--- src/rtl/alarm_ctrl_if.sv ---
// Signal bundle between the time-of-day / button front end and the alarm controller.
// The master drives time, alarm digits and buttons; the slave returns alarm time, buzzer and status.
interface alarm_ctrl_if;
  logic [5:0] hour;
  logic [5:0] minute;
  logic [5:0] second;
  logic       alarm_en;
  logic       set_alarm;
  logic [3:0] al_hour1;
  logic [3:0] al_hour0;
  logic [3:0] al_min1;
  logic [3:0] al_min0;
  logic       stop;
  logic       snooze;
  logic [5:0] alarm_hour;
  logic [5:0] alarm_minute;
  logic       buzz;
  logic       ringing;
  logic       snoozing;
  logic       set_err;

  modport master (
    output hour, minute, second, alarm_en, set_alarm,
    output al_hour1, al_hour0, al_min1, al_min0, stop, snooze,
    input  alarm_hour, alarm_minute, buzz, ringing, snoozing, set_err
  );

  modport slave (
    input  hour, minute, second, alarm_en, set_alarm,
    input  al_hour1, al_hour0, al_min1, al_min0, stop, snooze,
    output alarm_hour, alarm_minute, buzz, ringing, snoozing, set_err
  );
endinterface

--- src/rtl/alarm_ctrl.sv ---
// Alarm controller: stores the alarm time from BCD-style digits, detects the match on the
// second rollover to :00 and runs the ring/snooze FSM that drives the buzzer square wave.
module alarm_ctrl #(
  parameter int RING_SECONDS   = 60,
  parameter int SNOOZE_MINUTES = 5,
  parameter int MAX_SNOOZE     = 3,
  parameter int TONE_DIV       = 50000
) (
  input  logic         clk,
  input  logic         rst,
  alarm_ctrl_if.slave  bus
);
  localparam int WAIT_LEN = SNOOZE_MINUTES * 60;
  localparam int RING_W   = (RING_SECONDS > 1) ? $clog2(RING_SECONDS) : 1;
  localparam int WAIT_W   = (WAIT_LEN > 1) ? $clog2(WAIT_LEN) : 1;
  localparam int SNZ_W    = (MAX_SNOOZE > 0) ? $clog2(MAX_SNOOZE + 1) : 1;
  localparam int TONE_W   = (TONE_DIV > 1) ? $clog2(TONE_DIV) : 1;

  typedef enum logic [1:0] {ST_IDLE, ST_RING, ST_SNOOZE} state_t;

  state_t              r_state, w_state_next;
  logic [RING_W-1:0]   r_ring_cnt, w_ring_cnt_next;
  logic [WAIT_W-1:0]   r_wait_cnt, w_wait_cnt_next;
  logic [SNZ_W-1:0]    r_snooze_cnt, w_snooze_cnt_next;
  logic [TONE_W-1:0]   r_tone_cnt, w_tone_cnt_next;
  logic                r_tone, w_tone_next;
  logic                r_buzz, r_set_err;
  logic [5:0]          r_alarm_hour, r_alarm_minute, r_sec_q;

  logic       w_sec_tick, w_match;
  logic       w_h_keep, w_m_keep, w_bad_digit, w_set_ok;
  logic [3:0] w_h1, w_h0, w_m1, w_m0;
  logic [6:0] w_hour7, w_min7;

  function automatic logic digit_bad(input logic [3:0] d);
    return (d > 4'd9) && (d != 4'hA);
  endfunction

  // Any change of the incoming second counts as a tick, including jumps from time setting.
  assign w_sec_tick = (bus.second != r_sec_q);
  assign w_match    = w_sec_tick && bus.alarm_en && (r_state == ST_IDLE) &&
                      (bus.hour == r_alarm_hour) && (bus.minute == r_alarm_minute) &&
                      (bus.second == 6'd0);

  // Field with both digits 4'hA is kept; a single 4'hA digit counts as zero.
  assign w_h_keep    = (bus.al_hour1 == 4'hA) && (bus.al_hour0 == 4'hA);
  assign w_m_keep    = (bus.al_min1 == 4'hA) && (bus.al_min0 == 4'hA);
  assign w_h1        = (bus.al_hour1 == 4'hA) ? 4'd0 : bus.al_hour1;
  assign w_h0        = (bus.al_hour0 == 4'hA) ? 4'd0 : bus.al_hour0;
  assign w_m1        = (bus.al_min1 == 4'hA) ? 4'd0 : bus.al_min1;
  assign w_m0        = (bus.al_min0 == 4'hA) ? 4'd0 : bus.al_min0;
  assign w_hour7     = 7'(w_h1) * 7'd10 + 7'(w_h0);
  assign w_min7      = 7'(w_m1) * 7'd10 + 7'(w_m0);
  assign w_bad_digit = digit_bad(bus.al_hour1) || digit_bad(bus.al_hour0) ||
                       digit_bad(bus.al_min1) || digit_bad(bus.al_min0);
  assign w_set_ok    = !w_bad_digit && (w_h_keep || (w_hour7 <= 7'd23)) &&
                       (w_m_keep || (w_min7 <= 7'd59));

  always_comb begin
    w_state_next      = r_state;
    w_ring_cnt_next   = r_ring_cnt;
    w_wait_cnt_next   = r_wait_cnt;
    w_snooze_cnt_next = r_snooze_cnt;
    w_tone_cnt_next   = r_tone_cnt;
    w_tone_next       = r_tone;
    case (r_state)
      ST_IDLE: begin
        if (w_match) begin
          w_state_next      = ST_RING;
          w_ring_cnt_next   = '0;
          w_snooze_cnt_next = '0;
          w_tone_cnt_next   = '0;
          w_tone_next       = 1'b0;
        end
      end
      ST_RING: begin
        if (r_tone_cnt == TONE_W'(TONE_DIV - 1)) begin
          w_tone_cnt_next = '0;
          w_tone_next     = ~r_tone;
        end else begin
          w_tone_cnt_next = r_tone_cnt + TONE_W'(1);
        end
        if (bus.stop) begin
          w_state_next = ST_IDLE;
        end else if (bus.snooze) begin
          // Once the snooze budget is spent, snooze behaves like stop.
          if (r_snooze_cnt < SNZ_W'(MAX_SNOOZE)) begin
            w_state_next      = ST_SNOOZE;
            w_snooze_cnt_next = r_snooze_cnt + SNZ_W'(1);
            w_wait_cnt_next   = '0;
          end else begin
            w_state_next = ST_IDLE;
          end
        end else if (w_sec_tick) begin
          if (r_ring_cnt == RING_W'(RING_SECONDS - 1)) w_state_next = ST_IDLE;
          else w_ring_cnt_next = r_ring_cnt + RING_W'(1);
        end
      end
      ST_SNOOZE: begin
        if (bus.stop) begin
          w_state_next = ST_IDLE;
        end else if (w_sec_tick) begin
          if (r_wait_cnt == WAIT_W'(WAIT_LEN - 1)) begin
            w_state_next    = ST_RING;
            w_ring_cnt_next = '0;
            w_tone_cnt_next = '0;
            w_tone_next     = 1'b0;
          end else begin
            w_wait_cnt_next = r_wait_cnt + WAIT_W'(1);
          end
        end
      end
      default: w_state_next = ST_IDLE;
    endcase
    if (!bus.alarm_en) w_state_next = ST_IDLE;
  end

  always_ff @(posedge clk or posedge rst) begin
    if (rst) begin
      r_state        <= ST_IDLE;
      r_ring_cnt     <= '0;
      r_wait_cnt     <= '0;
      r_snooze_cnt   <= '0;
      r_tone_cnt     <= '0;
      r_tone         <= 1'b0;
      r_buzz         <= 1'b0;
      r_set_err      <= 1'b0;
      r_alarm_hour   <= '0;
      r_alarm_minute <= '0;
      r_sec_q        <= '0;
    end else begin
      r_state      <= w_state_next;
      r_ring_cnt   <= w_ring_cnt_next;
      r_wait_cnt   <= w_wait_cnt_next;
      r_snooze_cnt <= w_snooze_cnt_next;
      r_tone_cnt   <= w_tone_cnt_next;
      r_tone       <= w_tone_next;
      // Buzz follows the next tone/state so it drops on the same edge that leaves RING.
      r_buzz       <= w_tone_next && (w_state_next == ST_RING);
      r_sec_q      <= bus.second;
      r_set_err    <= bus.set_alarm && !w_set_ok;
      if (bus.set_alarm && w_set_ok) begin
        if (!w_h_keep) r_alarm_hour <= w_hour7[5:0];
        if (!w_m_keep) r_alarm_minute <= w_min7[5:0];
      end
    end
  end

  assign bus.alarm_hour   = r_alarm_hour;
  assign bus.alarm_minute = r_alarm_minute;
  assign bus.buzz         = r_buzz;
  assign bus.ringing      = (r_state == ST_RING);
  assign bus.snoozing     = (r_state == ST_SNOOZE);
  assign bus.set_err      = r_set_err;
endmodule

--- src/flat_wrapper.sv ---
// flat-port wrapper written by rule: the top's interface ports become plain ports
module alarm_ctrl_flat 
#(
  parameter int RING_SECONDS   = 60,
  parameter int SNOOZE_MINUTES = 5,
  parameter int MAX_SNOOZE     = 3,
  parameter int TONE_DIV       = 50000
)
  (clk, rst, bus_hour, bus_minute, bus_second, bus_alarm_en, bus_set_alarm, bus_al_hour1, bus_al_hour0, bus_al_min1, bus_al_min0, bus_stop, bus_snooze, bus_alarm_hour, bus_alarm_minute, bus_buzz, bus_ringing, bus_snoozing, bus_set_err);
  alarm_ctrl_if bus_i ();
  input  logic clk;
  input  logic rst;
  input wire logic [$bits(bus_i.hour)-1:0] bus_hour;
  input wire logic [$bits(bus_i.minute)-1:0] bus_minute;
  input wire logic [$bits(bus_i.second)-1:0] bus_second;
  input wire logic [$bits(bus_i.alarm_en)-1:0] bus_alarm_en;
  input wire logic [$bits(bus_i.set_alarm)-1:0] bus_set_alarm;
  input wire logic [$bits(bus_i.al_hour1)-1:0] bus_al_hour1;
  input wire logic [$bits(bus_i.al_hour0)-1:0] bus_al_hour0;
  input wire logic [$bits(bus_i.al_min1)-1:0] bus_al_min1;
  input wire logic [$bits(bus_i.al_min0)-1:0] bus_al_min0;
  input wire logic [$bits(bus_i.stop)-1:0] bus_stop;
  input wire logic [$bits(bus_i.snooze)-1:0] bus_snooze;
  output wire logic [$bits(bus_i.alarm_hour)-1:0] bus_alarm_hour;
  output wire logic [$bits(bus_i.alarm_minute)-1:0] bus_alarm_minute;
  output wire logic [$bits(bus_i.buzz)-1:0] bus_buzz;
  output wire logic [$bits(bus_i.ringing)-1:0] bus_ringing;
  output wire logic [$bits(bus_i.snoozing)-1:0] bus_snoozing;
  output wire logic [$bits(bus_i.set_err)-1:0] bus_set_err;
  assign bus_i.hour = bus_hour;
  assign bus_i.minute = bus_minute;
  assign bus_i.second = bus_second;
  assign bus_i.alarm_en = bus_alarm_en;
  assign bus_i.set_alarm = bus_set_alarm;
  assign bus_i.al_hour1 = bus_al_hour1;
  assign bus_i.al_hour0 = bus_al_hour0;
  assign bus_i.al_min1 = bus_al_min1;
  assign bus_i.al_min0 = bus_al_min0;
  assign bus_i.stop = bus_stop;
  assign bus_i.snooze = bus_snooze;
  assign bus_alarm_hour = bus_i.alarm_hour;
  assign bus_alarm_minute = bus_i.alarm_minute;
  assign bus_buzz = bus_i.buzz;
  assign bus_ringing = bus_i.ringing;
  assign bus_snoozing = bus_i.snoozing;
  assign bus_set_err = bus_i.set_err;
  alarm_ctrl #(.RING_SECONDS(RING_SECONDS), .SNOOZE_MINUTES(SNOOZE_MINUTES), .MAX_SNOOZE(MAX_SNOOZE), .TONE_DIV(TONE_DIV)) u_core (.clk(clk), .rst(rst), .bus(bus_i));
endmodule
--- config.mk ---
export PLATFORM = sky130hd
export DESIGN_NAME = alarm_ctrl_flat
export DESIGN_NICKNAME = d
export VERILOG_FILES = /design/src/rtl/alarm_ctrl_if.sv /design/src/rtl/alarm_ctrl.sv /design/src/flat_wrapper.sv
export SDC_FILE = /design/constraint.sdc
export NUM_CORES = 1
export LEC_CHECK = 0
export ABC_AREA = 1
export CAP_MARGIN = 20
export CORE_ASPECT_RATIO = 1.75
export CORE_MARGIN = 2
export CORE_UTILIZATION = 40
export CTS_CLUSTER_DIAMETER = 120
export DETAILED_ROUTE_END_ITERATION = 6
export PLACE_DENSITY_LB_ADDON = 0.1
export SLEW_MARGIN = 10
export SYNTH_ARGS = -nofsm -noshare
export SYNTH_HDL_FRONTEND = slang
export SYNTH_SLANG_ARGS = --single-unit
--- constraint.sdc ---
create_clock -name clk -period 2.1 [get_ports clk]
set_input_delay 0.42 -clock clk [delete_from_list [all_inputs] [get_ports clk]]
set_output_delay 0.42 -clock clk [all_outputs]
set_load 0.01 [all_outputs]
==> qor.yml <==
global_route:
  globalRouteOverflowTotal: 0
  grt_max_degree: 57
  antenna_found_initial: 0
  grt_pass1_wl_um: 18500
  track_usage_pct: 21.3
  grt_pass1_vias: 4321
floorplan:
  start_util_pct: 41.2
  core_area_sq_um: 9850
  pin_count: 56
  die_x_um: 80.1
  die_h_um: 137
  rows: 48
  die_area_sq_um: 11000
placement:
  place.port_buffers: 55
  dpl-instance-area_sq_um: 5190
  dp_hpwl_um: 8670
  place_congestion: 0.832
sta:
  setup_slack_ns: -0.605
  hold_slack_ns: 0.473
  skew_ns: 0.00705
  final_max_slew_viol_count: 0
  hold_viol_final: 0
  fmax_mhz: 370
  setup_tns_ns: -7.50
  tightest_slew_ns: 0.401
  period_needed_ns: 2.71
  grt_setup_unrepaired: "true"
  finalSetupViolCount: 13
  period_share_pct: 129
  slew_headroom_pct: 73.1
setup_path:
  cp_top_family: "buffers and inverters"
  critPathMostFrequentCell: "buf_4"
  crit_buf_inv: 12
  cp_slowest_cell: "clkdlybuf4s15_2"
  critPathMaxFanout: 5
  cp-end-kind: "flip-flop"
  startpoint_type: "input port"
  critPathMaxStageDelay_ns: 0.21
  path_class: "input port to flip-flop"
  crit_arrival_ns: 2.89
  crit_chain: "clkdlybuf4s15_2 -> nand2_4 -> nand2_2 -> buf_4 -> buf_4 -> buf_4 -> buf_4 -> buf_4 -> buf_4 -> buf_4 -> buf_4 -> buf_4 -> buf_4 -> nand2_1 -> nand3_1 -> nand2_1 -> nand2_2 -> a21oi_2 -> nand4_1 -> buf_4 -> nand2_1 -> nand2_1"
  required_ns: 2.29
power_and_ir_drop:
  switchingPower_mw: 1.07
  p_int_mw: 2.43
  sequentialPowerShare_pct: 37.9
  power_frac_comb_pct: 32.0
  p_sw_share_pct: 30.7
  ir_drop_mv: 0.365
  p_leak_nw: 2.98
  power_frac_clock_pct: 30.0
  power_density_nw_per_um2: 611
yosys:
  yosys_warnings: 0
  post-synth-top-count-cell: "nand2_1"
  ys_seq_elements: 56
  synthTopCellsByCount: "nand2_1, inv_1, nor2_1"
  synth_area_leaders: "dfrtp_1, nand2_1, inv_1, nand4_1, nand3_1"
  avgSynthCellArea_sq_um: 6.91
  synth_edf_count: 0
  ys.flop_type: "dfrtp_1"
  synthArstFlopShare_pct: 100
  synth_cell_type_count: 36
  netlist_instances: 587
  yosysTopAreaCell: "dfrtp_1"
  yosysTopAreaCellShare_pct: 34.6
  synth_fp_nets: 646
  yosysSeqAreaShare_pct: 34.6
  syn_area_sq_um: 4050
route:
  vias: 4299
  drt_iter0_markers: 149
  finalWirelength_um: 11100
  via_per_inst: 5.06
  wire_per_inst_um: 13.0
  routedLengthMet1_um: 3880
  dr.pass1.iters: 4
  met2WireLength_um: 6570
  ant_nets: 0
  met3_length_um: 310
  drc: 0
  routed.top_layer: "met4"
clock_tree:
  clock_path_buffers: 2
  postCtsHoldBufs: 0
  htree_levels: 2
  clkSinkCount: 56
  clkLatencyLatePin_ns: 0.30
  numCtsBuffers: 5
  clkTransAtPathRegs_ns: 0.07
  cts_tree: "done"
  cts-root-buf: "clkbuf_16"
cells_and_area:
  num_antenna_cells: 0
  final_util_pct: 58.2
  final_area_sq_um: 5730
  nets: 784
  drive_gt1_share_pct: 23.4
  syn_to_final_growth_pct: 41.4
flow_run:
  cap_violations: 0
run_status:
  violations: "setup timing"
  outcome: "finished with violations"
worst_hold_path:
  worstHoldPathType: "input port to asynchronous set/reset pin"
-- placed cells by master, fill, tap and decap left out, types with 8 or more instances in the layout --
cell type and n:
o21ai_1 8, buf_4 81, nor2_1 47, nand4_1 40
nand2_1 161, nand2_2 12, nor2_2 9, o21ai_0 20
dfrtp_1 56, ha_1 9, xor2_1 14, inv_2 15
clkdlybuf4s50_1 43, nand3_1 40, inv_1 89
-- cell type report --
class,count,area [sq um]
repair buffers,139,1200
multi-input cells,418,2390
clock buffers,5,125
well taps,125,156
clock inverters,2,60.1
flip-flops and latches,56,1400
fillers,964,4120
inverters,105,397
-- registers in the layout, summed over array words and instances, names as in the netlist --
name / cells
u_core.bus.buzz: 1
u_core.r_sec_q: 6
u_core.bus.alarm_minute: 6
u_core.bus.set_err: 1
u_core.r_wait_cnt: 9
u_core.r_ring_cnt: 6
u_core.r_tone_cnt: 16
u_core.r_state: 2
u_core.r_tone: 1
u_core.bus.alarm_hour: 6
u_core.r_snooze_cnt: 2
-- what timing repair did --
item | in CTS | in global routing
pin swaps | 37 | 13
setup buffers | 16 | 11
setup endpoints to repair | 13 | 37
gates resized for setup | 69 | 15
-- logic make-up (layout without fill, tap and decap cells) --
group,after synthesis,after routing,synth area share [%]
AND/OR/NAND/NOR,341,341,38.4
buffers and inverters,113,251,10.8
flip-flops,56,56,34.6
AO/OA/AOI/OAI,37,37,5.06
XOR/XNOR,21,21,4.54
adder cells (fa/ha/maj),19,19,6.61
-- worst min-delay path, stage by stage --
cell             delay [ns]
clkdlybuf4s50_1        0.41
inv_2                  0.07
buf_12                 0.26
-- per-layer routing --
metal	vias to the layer above	track usage, %
li1	2135	-
met1	2039	20.1
met5	-	0
met2	98	43.9
met3	27	2.49
met4	0	8.95
-- metrics by stage --
| stage | cells | worst slack, ns | power (mW) |
|---|---|---|---|
| floorplan | 587 | -0.705 | 1.85 |
| global placement | 816 | -1.33 | 2.35 |
| detailed placement | 816 | -1.45 | 2.37 |
| CTS | 839 | -0.564 | 3.50 |
| global route | 850 | -0.749 | 3.73 |
| finish | 850 | -0.605 | 3.50 |
-- final timing paths --
| kind | slack, ns | to | startpoint | cells past startpoint |
|---|---|---|---|---|
| max in group asynchronous | 1.35 | u_core.r_tone_cnt[1] | rst | 3 |
| min reg2reg | 0.52 | u_core.r_snooze_cnt[0] | u_core.r_snooze_cnt[0] | 1 |
| max reg2reg | 0.26 | u_core.r_wait_cnt[3] | u_core.r_state[1] | 11 |
| max | -0.61 | u_core.bus.alarm_hour[1] | bus_al_min1[1] | 22 |
| min | 0.47 | u_core.r_sec_q[5] | rst | 3 |
| min in group clk | 0.52 | u_core.r_snooze_cnt[0] | u_core.r_snooze_cnt[0] | 1 |
-- power groups by stage --
stage / sequential [mW] / combinational [mW] / clock [mW]
floorplan: 1.34 / 0.510 / 0
global placement: 1.35 / 1.01 / 0
detailed placement: 1.34 / 1.03 / 0
CTS: 1.33 / 1.09 / 1.08
global route: 1.35 / 1.26 / 1.12
finish: 1.33 / 1.12 / 1.05
(Power assumes the default switching activity.)
